<file path="config.mk">
export PLATFORM = sky130hd
export DESIGN_NAME = ritc_bitslip_trainer
export DESIGN_NICKNAME = d
export VERILOG_FILES = /design/src/rtl/ritc_train_pkg.sv /design/src/rtl/ritc_lane_extract.sv /design/src/rtl/ritc_bitslip_trainer.sv
export SDC_FILE = /design/constraint.sdc
export NUM_CORES = 1
export LEC_CHECK = 0
export CAP_MARGIN = 20
export CORE_MARGIN = 4
export CORE_UTILIZATION = 52
export CTS_CLUSTER_SIZE = 14
export DETAILED_ROUTE_END_ITERATION = 8
export GPL_TIMING_DRIVEN = 0
export PLACE_DENSITY = 0.87
export SYNTH_ARGS = -nofsm -noshare
export SYNTH_HDL_FRONTEND = slang
export SYNTH_SLANG_ARGS = --single-unit
</file>
<file path="constraint.sdc">
create_clock -name SYSCLK -period 6.7 [get_ports SYSCLK]
set_input_delay 0.67 -clock SYSCLK [delete_from_list [all_inputs] [get_ports SYSCLK]]
set_output_delay 0.67 -clock SYSCLK [all_outputs]
set_load 0.05 [all_outputs]
</file>
<file path="src/rtl/ritc_train_pkg.sv">
// Shared definitions for the RITC bitslip trainer: controller state codes,
// slip-command field layout and word geometry.
package ritc_train_pkg;

    localparam int NUM_LANES        = 12;
    localparam int SAMPLES_PER_WORD = 4;
    localparam int WORD_W           = NUM_LANES * SAMPLES_PER_WORD;

    localparam int LANE_LSB   = 0;
    localparam int LANE_W     = 4;
    localparam int CHAN_LSB   = 4;
    localparam int CHAN_W     = 3;
    localparam int SLIP_DAT_W = CHAN_W + LANE_W;

    typedef logic [2:0] train_state_t;

    localparam train_state_t ST_IDLE   = 3'd0;
    localparam train_state_t ST_SETTLE = 3'd1;
    localparam train_state_t ST_CHECK  = 3'd2;
    localparam train_state_t ST_SLIP   = 3'd3;
    localparam train_state_t ST_NEXT   = 3'd4;
    localparam train_state_t ST_DONE   = 3'd5;
    localparam train_state_t ST_FAIL   = 3'd6;

    function automatic logic [7:0] sat_inc8(input logic [7:0] v);
        return (v == 8'hFF) ? v : v + 8'd1;
    endfunction

    function automatic logic [3:0] sat_inc4(input logic [3:0] v);
        return (v == 4'hF) ? v : v + 4'd1;
    endfunction

endpackage

</file>
<file path="src/rtl/ritc_lane_extract.sv">
// Gathers the four samples of one bit lane out of a 48-bit channel word and
// compares the resulting nibble {s3,s2,s1,s0} with the training pattern.
module ritc_lane_extract
    import ritc_train_pkg::*;
#(
    parameter logic [3:0] TRAIN_PATTERN = 4'b0001
)(
    input  logic [WORD_W-1:0] data_i,
    input  logic [LANE_W-1:0] lane_i,
    output logic              match_o
);

    logic [SAMPLES_PER_WORD-1:0] nibble;
    logic                        lane_ok;

    // Sample k of lane L lives at bit 12k+L.
    always_comb begin
        nibble = '0;
        for (int k = 0; k < SAMPLES_PER_WORD; k++) begin
            for (int l = 0; l < NUM_LANES; l++) begin
                if (lane_i == LANE_W'(l)) begin
                    nibble[k] = data_i[NUM_LANES*k + l];
                end
            end
        end
    end

    assign lane_ok = (lane_i < LANE_W'(NUM_LANES));
    assign match_o = lane_ok && (nibble == TRAIN_PATTERN);

endmodule

</file>
<file path="src/rtl/ritc_bitslip_trainer.sv">
// Per-channel bitslip trainer: walks the 12 lanes, settles, checks the
// training nibble and issues {channel,lane} slip requests until lock or give-up.
module ritc_bitslip_trainer
    import ritc_train_pkg::*;
#(
    parameter int         CHANNEL       = 0,
    parameter logic [3:0] TRAIN_PATTERN = 4'b0001,
    parameter logic [7:0] SETTLE_WORDS  = 8'd16,
    parameter logic [7:0] CHECK_WORDS   = 8'd64,
    parameter int         MAX_SLIPS     = 8
)(
    input  logic        SYSCLK,
    input  logic        rst_n_i,
    input  logic        start_i,
    input  logic [47:0] data_i,
    input  logic        data_valid_i,
    output logic        slip_valid_o,
    output logic [6:0]  slip_dat_o,
    input  logic        slip_ack_i,
    output logic        busy_o,
    output logic        done_o,
    output logic        fail_o,
    output logic [11:0] lock_mask_o,
    output logic [11:0] fail_mask_o,
    output logic [2:0]  state_dbg_o
);

    localparam logic [CHAN_W-1:0] CHAN_C      = CHAN_W'(CHANNEL);
    localparam logic [3:0]        MAX_SLIPS_C = 4'(MAX_SLIPS);
    localparam logic [LANE_W-1:0] LAST_LANE   = LANE_W'(NUM_LANES - 1);

    train_state_t         state;
    logic [LANE_W-1:0]    lane;
    logic [3:0]           slips;
    logic [7:0]           settle_cnt;
    logic [7:0]           match_cnt;
    logic [NUM_LANES-1:0] lock_mask;
    logic [NUM_LANES-1:0] fail_mask;

    logic                 lane_match;
    logic                 settle_last;
    logic                 match_last;
    logic [8:0]           settle_next;
    logic [8:0]           match_next;
    logic [NUM_LANES-1:0] lane_bit;

    ritc_lane_extract #(
        .TRAIN_PATTERN (TRAIN_PATTERN)
    ) u_lane_extract (
        .data_i  (data_i),
        .lane_i  (lane),
        .match_o (lane_match)
    );

    // The word that completes a count is the one seen at this edge, hence +1.
    always_comb begin
        settle_next = {1'b0, settle_cnt} + 9'd1;
        match_next  = {1'b0, match_cnt} + 9'd1;
        settle_last = (settle_next >= {1'b0, SETTLE_WORDS});
        match_last  = (match_next >= {1'b0, CHECK_WORDS});
        lane_bit    = NUM_LANES'(1) << lane;
    end

    always_ff @(posedge SYSCLK) begin
        if (!rst_n_i) begin
            state      <= ST_IDLE;
            lane       <= '0;
            slips      <= '0;
            settle_cnt <= '0;
            match_cnt  <= '0;
            lock_mask  <= '0;
            fail_mask  <= '0;
        end else begin
            case (state)
                ST_IDLE, ST_DONE, ST_FAIL: begin
                    if (start_i) begin
                        lock_mask  <= '0;
                        fail_mask  <= '0;
                        lane       <= '0;
                        slips      <= '0;
                        settle_cnt <= '0;
                        match_cnt  <= '0;
                        state      <= ST_SETTLE;
                    end
                end
                ST_SETTLE: begin
                    if (data_valid_i) begin
                        if (settle_last) begin
                            settle_cnt <= '0;
                            match_cnt  <= '0;
                            state      <= ST_CHECK;
                        end else begin
                            settle_cnt <= sat_inc8(settle_cnt);
                        end
                    end
                end
                ST_CHECK: begin
                    if (data_valid_i) begin
                        if (lane_match) begin
                            if (match_last) begin
                                lock_mask <= lock_mask | lane_bit;
                                state     <= ST_NEXT;
                            end else begin
                                match_cnt <= sat_inc8(match_cnt);
                            end
                        end else if (slips < MAX_SLIPS_C) begin
                            state <= ST_SLIP;
                        end else begin
                            fail_mask <= fail_mask | lane_bit;
                            state     <= ST_NEXT;
                        end
                    end
                end
                ST_SLIP: begin
                    // Request stays up until the bitslip decoder takes it.
                    if (slip_ack_i) begin
                        slips      <= sat_inc4(slips);
                        settle_cnt <= '0;
                        state      <= ST_SETTLE;
                    end
                end
                ST_NEXT: begin
                    if (lane < LAST_LANE) begin
                        lane       <= lane + 4'd1;
                        slips      <= '0;
                        settle_cnt <= '0;
                        state      <= ST_SETTLE;
                    end else begin
                        state <= (fail_mask == '0) ? ST_DONE : ST_FAIL;
                    end
                end
                default: state <= ST_IDLE;
            endcase
        end
    end

    assign slip_valid_o = (state == ST_SLIP);
    assign busy_o       = (state == ST_SETTLE) || (state == ST_CHECK) ||
                          (state == ST_SLIP)   || (state == ST_NEXT);
    assign done_o       = (state == ST_DONE);
    assign fail_o       = (state == ST_FAIL);
    assign lock_mask_o  = lock_mask;
    assign fail_mask_o  = fail_mask;
    assign state_dbg_o  = state;

    always_comb begin
        slip_dat_o = '0;
        if (slip_valid_o) begin
            slip_dat_o[CHAN_LSB +: CHAN_W] = CHAN_C;
            slip_dat_o[LANE_LSB +: LANE_W] = lane;
        end
    end

endmodule

</file>
# Word-level counts from Yosys, hierarchy flattened
# Cells that the tools add are included.
# classes
addsub,6
n_lt_le_gt_ge,5
n_eq_ne,36
shift,1
n_mux,90
bitwise,2
n_reduce_logical,20
# op_table
op,count
$mux 8,12
$mux 12,7
$mux 1,48
$pmux 12 s2,2
$pmux 8 s4,1
$mux 3,9
$mux 4,6
$ne 2x2->1 const B,12
$or 12x12->12,2
$pmux 8 s3,1
$eq 4x4->1 const B,5
$add 8x1->9 const B,2
$add 8x1->8 const B,2
$eq 4x3->1 const B,4
$eq 8x8->1 const B,2
$pmux 3 s5,1
$reduce_and 5->1,3
$logic_not 12->1,1
$lt 4x4->1 const B,3
$pmux 4 s3,1
$reduce_and 6->1,2
$shl 1x4->12 const A,1
$eq 3x3->1 const B,3
$ge 9x5->1 const B,1
other kinds (20),29
# word_totals
register_bits,51

# Depth between registers and ports, before layout
# Gate-level depths: netlist of run 1.
# depth
ltp_word,18
depth_mapped,12
depth_no_buf,9

# By module
# From an unflattened synthesis of run 1, not the netlist that was laid out.
# hier_totals
hier_cells,336
area_unflattened_um2,3099.2
# by_module_without_submodules
module,n_inst,cells_each,area_per_inst_um2
ritc_bitslip_trainer,1,286,2698.8
ritc_lane_extract,1,50,400.4

# Worst setup path after synthesis of run 1
# OpenSTA, ideal clock, no wires.
# synth_timing
path_kind,register to output
from,"register state[0], in the netlist state_dbg_o[0]"
to,output port slip_dat_o[0]
arrival_time_ps,1905
required_ps,6030
slack_ps,4125
path_stages_with_launch,5
path_buffers,2
path_cell_list,dfxtp_1 clkbuf_1 buf_2 nand2_1 nor2_1
# synth_via
elab_chain_cells,2
# synth_rtl
item,line,source
from (decl),ritc_bitslip_trainer.sv:32,train_state_t state;
from (signal assigned),ritc_bitslip_trainer.sv:129,state <= (fail_mask == '0) ? ST_DONE : ST_FAIL;
$eq 3x2->1,ritc_bitslip_trainer.sv:137,assign slip_valid_o = (state == ST_SLIP);
$mux 4,ritc_bitslip_trainer.sv:148,if (slip_valid_o) begin
to (decl),ritc_bitslip_trainer.sv:18,"output logic [6:0] slip_dat_o,"
# Every way passes these cells.

# Final worst setup path of run 1
# layout_timing
from,"register state[0], in the netlist state_dbg_o[0]"
to,output port slip_dat_o[3]
# The elaborated chain is that of the path after synthesis.

==> metrics.cfg, run 1 <==
[status]
status=complete, no violations

[clock_network]
clock-root-buffer=clkbuf_8
cts_resized=0
cts_tree=yes
cts_setup_buffers=0
clk_latency_ps=320
cts_buffers=5
htreeDepth=2
postCtsHoldBufs=0
clk_pin_slew_ps=100
cts.sinks=51
cts.path.max_buffers=2

[critical_path]
endpoint_kind=primary output
endpoint=slip_dat_o[3]
crit_buf_inv=3
path_class=reg2out
crit_start=state_dbg_o[0]$_SDFFE_PN0P_
r2r-start=lane[1]$_SDFFE_PN0P_
crit_family=buffers and inverters
path_cells=clkbuf_1, buf_2, nand2_1, nor2_1, clkdlybuf4s50_1
r2r_slack_ps=3920
max_stage_delay_ps=850
worstPathRequired_ps=6030
critical_path.startpoint_type=flop
crit_slowest_cell=clkdlybuf4s50_1
r2r_cells=12
arrival_ps=2430
crit_cells=5
cp_max_fo=10
reg2reg_to=lock_mask_o[6]$_SDFFE_PN0P_

[floorplan]
die_h_um=85.5
fp-row-count=27
ios=91
initial_core_util_pct=55.0
die_w_um=85.5
coreArea_sq_um=5680
die_area_sq_um=7310

[timing]
hold_viol=0
rsz0062_at_grt=false
fin_crit_sh_pct=46.2
tightestPinTransition_ps=619
max_freq_mhz=323
holdWs_ps=459
skew_ps=7.94
timing.setup.tns_ps=0
finalCriticalPeriod_ps=3100
drv_slew=0
setup_violations=0
relSlewSlack_pct=58.3

[routing]
vias=3202
ant_nets=0
drt_drc_violations_left=0
drtIter0Drc=211
via_per_inst=5.89
drt_first_pass_iters=5
wirelength_um=8990
wire_per_inst_um=16.5

[yosys]
synth_area_sq_um=3120
netlist_top_cells_area=dfxtp_1 33%, ha_1 4.4%, nand2_1 4.2%
ys_types=66
yosys.area.top_type=dfxtp_1
synth_flop_cell=dfxtp_1
ys_warn_count=0
async_flop_share_pct=0
syn-instance-count=375
yosysTopAreaCellShare_pct=32.7
synth.ff_latch_count=51
yosysSeqAreaShare_pct=32.7
synth_edf_count=0
postSynthAreaPerCell_sq_um=8.33

[placement]
dp_hpwl_um=6980
gp_congestion=0.872
io_buffers=87
place_area_sq_um=4090

[cells_and_area]
syn_to_final_growth_pct=34.1
fin_nets=535
diodes=0
stdcell_area_sq_um=4190
final_cell_mix=87 x clkdlybuf4s50_1, 51 x dfxtp_1, 35 x nand2_1
layout_commonest_cell=clkdlybuf4s50_1
drive_gt1_share_pct=9.11

[pwr]
switching_share_pct=39.9
clockPowerShare_pct=22.2
p_leak_nw=1.55
seqPwrFrac_pct=37.2
p_int_w=0.000525
pwr-share-comb_pct=40.7
switchingPower_w=0.000348
p_per_area_nw_per_um2=209
ir_drop_v=0.000148

[grt]
grt_pass1_wl_um=14800
grtUsageTotal_pct=24.6
grt_pass1_vias=2999
grt_max_degree=19
gr-total-overflow=0
grt_antenna_before_repair=0

[min_path]
hold_path_startpoint=lock_mask_o[8]$_SDFFE_PN0P_
hp-class=reg2reg

[flow_run]
maxCapViolations=0

[layer usage]
| layer | wire length, um | GRT usage (%) | up-vias |
|---|---|---|---|
| li1 | - | - | 1561 |
| met1 | 3880 | 33.3 | 1488 |
| met2 | 4340 | 40.7 | 140 |
| met3 | 655 | 4.51 | 13 |
| met4 | 107 | 5.90 | 0 |
| met5 | 0 | 0 | - |
[cells by family (layout without fill, tap and decap cells)]
group | count (synthesis) | after routing | share of synthesized area, %
multiplexers | 3 | 3 | 1.00
XOR/XNOR | 7 | 7 | 1.96
AND/OR/NAND/NOR | 153 | 153 | 26.4
AO/OA/AOI/OAI | 104 | 104 | 25.9
other | 1 | 3 | 0.120
adder cells (fa/ha/maj) | 11 | 11 | 4.41
flip-flops | 51 | 51 | 32.7
buffers and inverters | 45 | 140 | 7.45
[power groups by stage]
stage	sequential, W	combinational, W	clock (W)
after detailed placement	0.000332	0.000352	0
after floorplan	0.000357	0.000220	0
after global placement	0.000331	0.000346	0
final	0.000325	0.000355	0.000194
after global routing	0.000327	0.000391	0.000207
after CTS	0.000325	0.000353	0.000194
[final cells by class]
cell class	instances	area, sq um
tap	72	90.1
sequential	51	1020
timing repair buffer	87	871
clock inverter	3	28.8
buffer	31	180
clock buffer	5	68.8
fill	457	1490
multi-input combinational	281	1880
inverter	14	52.6
[state kept, by name, summed over array words and instances, names as in the netlist]
| register | cells |
|---|---|
| lane | 4 |
| fail_mask_o | 12 |
| match_cnt | 8 |
| state_dbg_o | 3 |
| slips | 4 |
| settle_cnt | 8 |
| lock_mask_o | 12 |
[synthesized netlist by cell type, drive strengths merged, types with 3 or more instances]
cell / count
nor3: 4
a21oi: 15
o21ai: 26
inv: 14
o21bai: 4
nor4b: 3
a221oi: 3
buf: 19
nor4: 3
nor3b: 4
nand3: 11
xnor2: 3
dfxtp: 51
a221o: 4
clkbuf: 12
and3: 8
a32o: 12
nand3b: 8
ha: 11
o22a: 3
xor2: 4
and2: 6
nand4: 15
nor2: 28
nand2: 35
a21boi: 6
nand2b: 4
nor2b: 15
o21a: 4
a22oi: 3
a311oi: 4
[worst reg2reg max path, cell delays in order, from the launching register on]
cell and delay, ps:
dfxtp_1 390, inv_1 110, ha_1 200, buf_6 130
buf_6 140, nand3b_1 160, a221oi_1 330, o21ai_0 160
nand4_1 210, o21bai_4 130, o211ai_1 320, clkbuf_2 260
o21ai_0 120
[how the worst min path moves through the flow]
stage | end | slack (ps) | cells past startpoint
5_1_grt | lock_mask_o[8]$_SDFFE_PN0P_ | 470 | 2
3_3_place_gp | lock_mask_o[7]$_SDFFE_PN0P_ | 430 | 2
3_5_place_dp | lock_mask_o[7]$_SDFFE_PN0P_ | 450 | 2
4_1_cts | lock_mask_o[8]$_SDFFE_PN0P_ | 460 | 2
2_1_floorplan | match_cnt[6]$_SDFFE_PN0P_ | 440 | 1
6_report | lock_mask_o[8]$_SDFFE_PN0P_ | 460 | 2
[metrics by stage]
| step | power (W) | setup slack, ps | std cells | utilization (%) |
|---|---|---|---|---|
| floorplan | 0.000577 | 4120 | 377 | - |
| global placement | 0.000677 | 3670 | 536 | 72.1 |
| detailed placement | 0.000684 | 3550 | 536 | 72.1 |
| CTS | 0.000872 | 3610 | 544 | 73.8 |
| global route | 0.000925 | 3490 | 544 | 73.8 |
| finish | 0.000874 | 3600 | 544 | 73.8 |
(Power assumes the default switching activity.)
==> inputs of run 2 (changes only) <==
Settings changed: CORE_UTILIZATION 52 to 48, PLACE_DENSITY 0.87 to 0.81.
Clock period 6.7 ns to 3 ns, I/O delays scaled along.
==> metrics.cfg, run 2 (synthesized netlist as in run 1, its figures left out) <==
[clock_network]
cts_tree=yes
htreeDepth=2  ; unchanged
clk_pin_slew_ps=100  ; about the same
cts_buffers=5  ; unchanged
clock-root-buffer=clkbuf_8
postCtsHoldBufs=0  ; unchanged
cts_setup_buffers=0  ; unchanged
cts_resized=0  ; unchanged
cts.path.max_buffers=2  ; unchanged
clk_latency_ps=300  ; -20 ps
cts.sinks=51  ; unchanged

[critical_path]
crit_family=compound AO/OA/AOI/OAI gates
max_stage_delay_ps=420  ; -430 ps
path_cells=inv_1, ha_1, buf_6, buf_6, a21oi_1, a22oi_1, o21ai_0, nand4_1, o21bai_4, o211ai_1, clkbuf_2, o21ai_0
endpoint_kind=flop
worstPathRequired_ps=3230  ; -2800 ps
crit_buf_inv=4  ; +1
critical_path.startpoint_type=flop
cp_max_fo=10  ; unchanged
crit_slowest_cell=dfxtp_1
arrival_ps=3030  ; +600 ps
path_class=reg2reg

[pwr]
p_int_w=0.00125  ; +140%
seqPwrFrac_pct=35.9  ; -1.3 points
pwr-share-comb_pct=39.8  ; -0.9 points
clockPowerShare_pct=24.3  ; +2.1 points
ir_drop_v=0.000527  ; +260%
switchingPower_w=0.000766  ; +120%
p_per_area_nw_per_um2=479  ; +130%
switching_share_pct=38.0  ; -1.9 points
p_leak_nw=1.56  ; +0.29%

[floorplan]
fp-row-count=29  ; +7.4%
die_h_um=88.7  ; +3.7%
die_w_um=88.7  ; +3.7%
coreArea_sq_um=6350  ; +12%
ios=91  ; unchanged
initial_core_util_pct=49.2  ; -5.8 points
die_area_sq_um=7860  ; +7.5%

[routing]
drtIter0Drc=212  ; +0.47%
wirelength_um=8920  ; -0.76%
ant_nets=0  ; unchanged
vias=3240  ; +1.2%
drt_drc_violations_left=0  ; unchanged
via_per_inst=5.90  ; +0.27%
drt_first_pass_iters=5  ; unchanged
wire_per_inst_um=16.2  ; -1.7%

[timing]
setup_violations=0  ; unchanged
drv_slew=0  ; unchanged
relSlewSlack_pct=57.6  ; -0.69 points
skew_ps=8.13  ; +0.196 ps
rsz0062_at_grt=false
fin_crit_sh_pct=93.6
finalCriticalPeriod_ps=2810
tightestPinTransition_ps=629  ; +10.3 ps
fin_ws_ps=191  ; -3410 ps
timing.setup.tns_ps=0  ; unchanged
max_freq_mhz=356
hold_viol=0  ; unchanged

[grt]
use_met3_pct=4.56  ; +0.047 points
top_usage_layer=met2
gr-total-overflow=0  ; unchanged
met1_usage_pct=28.6  ; -4.7 points
grt_antenna_before_repair=0  ; unchanged
grt_max_degree=18  ; -1
grtUsageTotal_pct=22.8  ; -1.9 points
grt_pass1_vias=3071  ; +2.4%
grtUsageMet2_pct=39.5  ; -1.2 points
grt_pass1_wl_um=14300  ; -3.3%

[cells_and_area]
layout_commonest_cell=clkdlybuf4s50_1
final_cell_mix=87 x clkdlybuf4s50_1, 51 x dfxtp_1, 35 x nand2_1
syn_to_final_growth_pct=34.9
diodes=0  ; unchanged
drive_gt1_share_pct=9.11  ; unchanged
fin_nets=535  ; unchanged
stdcell_area_sq_um=4210  ; +0.57%

[placement]
dp_hpwl_um=6820  ; -2.2%
place_area_sq_um=4100  ; +0.15%
place_ws_ps=273  ; -3280 ps
io_buffers=87  ; unchanged
gp_congestion=0.920  ; +5.4%

[flow_run]
maxCapViolations=0  ; unchanged

[min_path]
hp-class=reg2reg

[status]
status=complete, no violations

-- run 2: stage by stage --
step	power (W)	hold slack [ps]	cells	util, %
floorplan	0.00129	444	377	-
global placement	0.00151	438	541	64.5
detailed placement	0.00152	448	541	64.5
CTS	0.00202	470	549	66.3
global route	0.00213	492	549	66.3
finish	0.00202	465	549	66.3
-- run 2: layout make-up --
type | instances | area [sq um]
multi-input combinational | 281 | 1880
timing repair buffer | 87 | 871
clock buffer | 5 | 68.8
inverter | 14 | 52.6
tap | 77 | 96.3
sequential | 51 | 1020
fill | 538 | 2140
clock inverter | 3 | 46.3
buffer | 31 | 180
-- run 2: path summary, 6_finish.rpt --
kind | start | end | depth (start not counted) | slack, ps
max | lane[0]$_SDFFE_PN0P_ | lock_mask_o[4]$_SDFFE_PN0P_ | 12 | 190
min | lock_mask_o[5]$_SDFFE_PN0P_ | lock_mask_o[5]$_SDFFE_PN0P_ | 2 | 470
max reg2reg | lane[0]$_SDFFE_PN0P_ | lock_mask_o[4]$_SDFFE_PN0P_ | 12 | 190
min reg2reg | lock_mask_o[5]$_SDFFE_PN0P_ | lock_mask_o[5]$_SDFFE_PN0P_ | 2 | 470
-- run 2: routing by layer --
metal  vias up  share of wire [%]
met5         -                  0
met2       144                 49
li1       1566                  -
met1      1512                 41
met3        18                7.5
met4         0                1.9
-- run 2: power by group through the flow --
stage | sequential (W) | combinational (W) | clock (W)
finish | 0.000724 | 0.000803 | 0.000490
floorplan | 0.000798 | 0.000491 | 0
global route | 0.000729 | 0.000874 | 0.000526
CTS | 0.000725 | 0.000794 | 0.000497
detailed placement | 0.000741 | 0.000783 | 0
global placement | 0.000739 | 0.000774 | 0
-- run 2: worst register-to-register path, cell delays in order, from the launching register on --
cell and delay, ps:
dfxtp_1 420, inv_1 120, ha_1 220, buf_6 140
buf_6 140, a21oi_1 160, a22oi_1 110, o21ai_0 250
nand4_1 230, o21bai_4 290, o211ai_1 230, clkbuf_2 230
o21ai_0 190
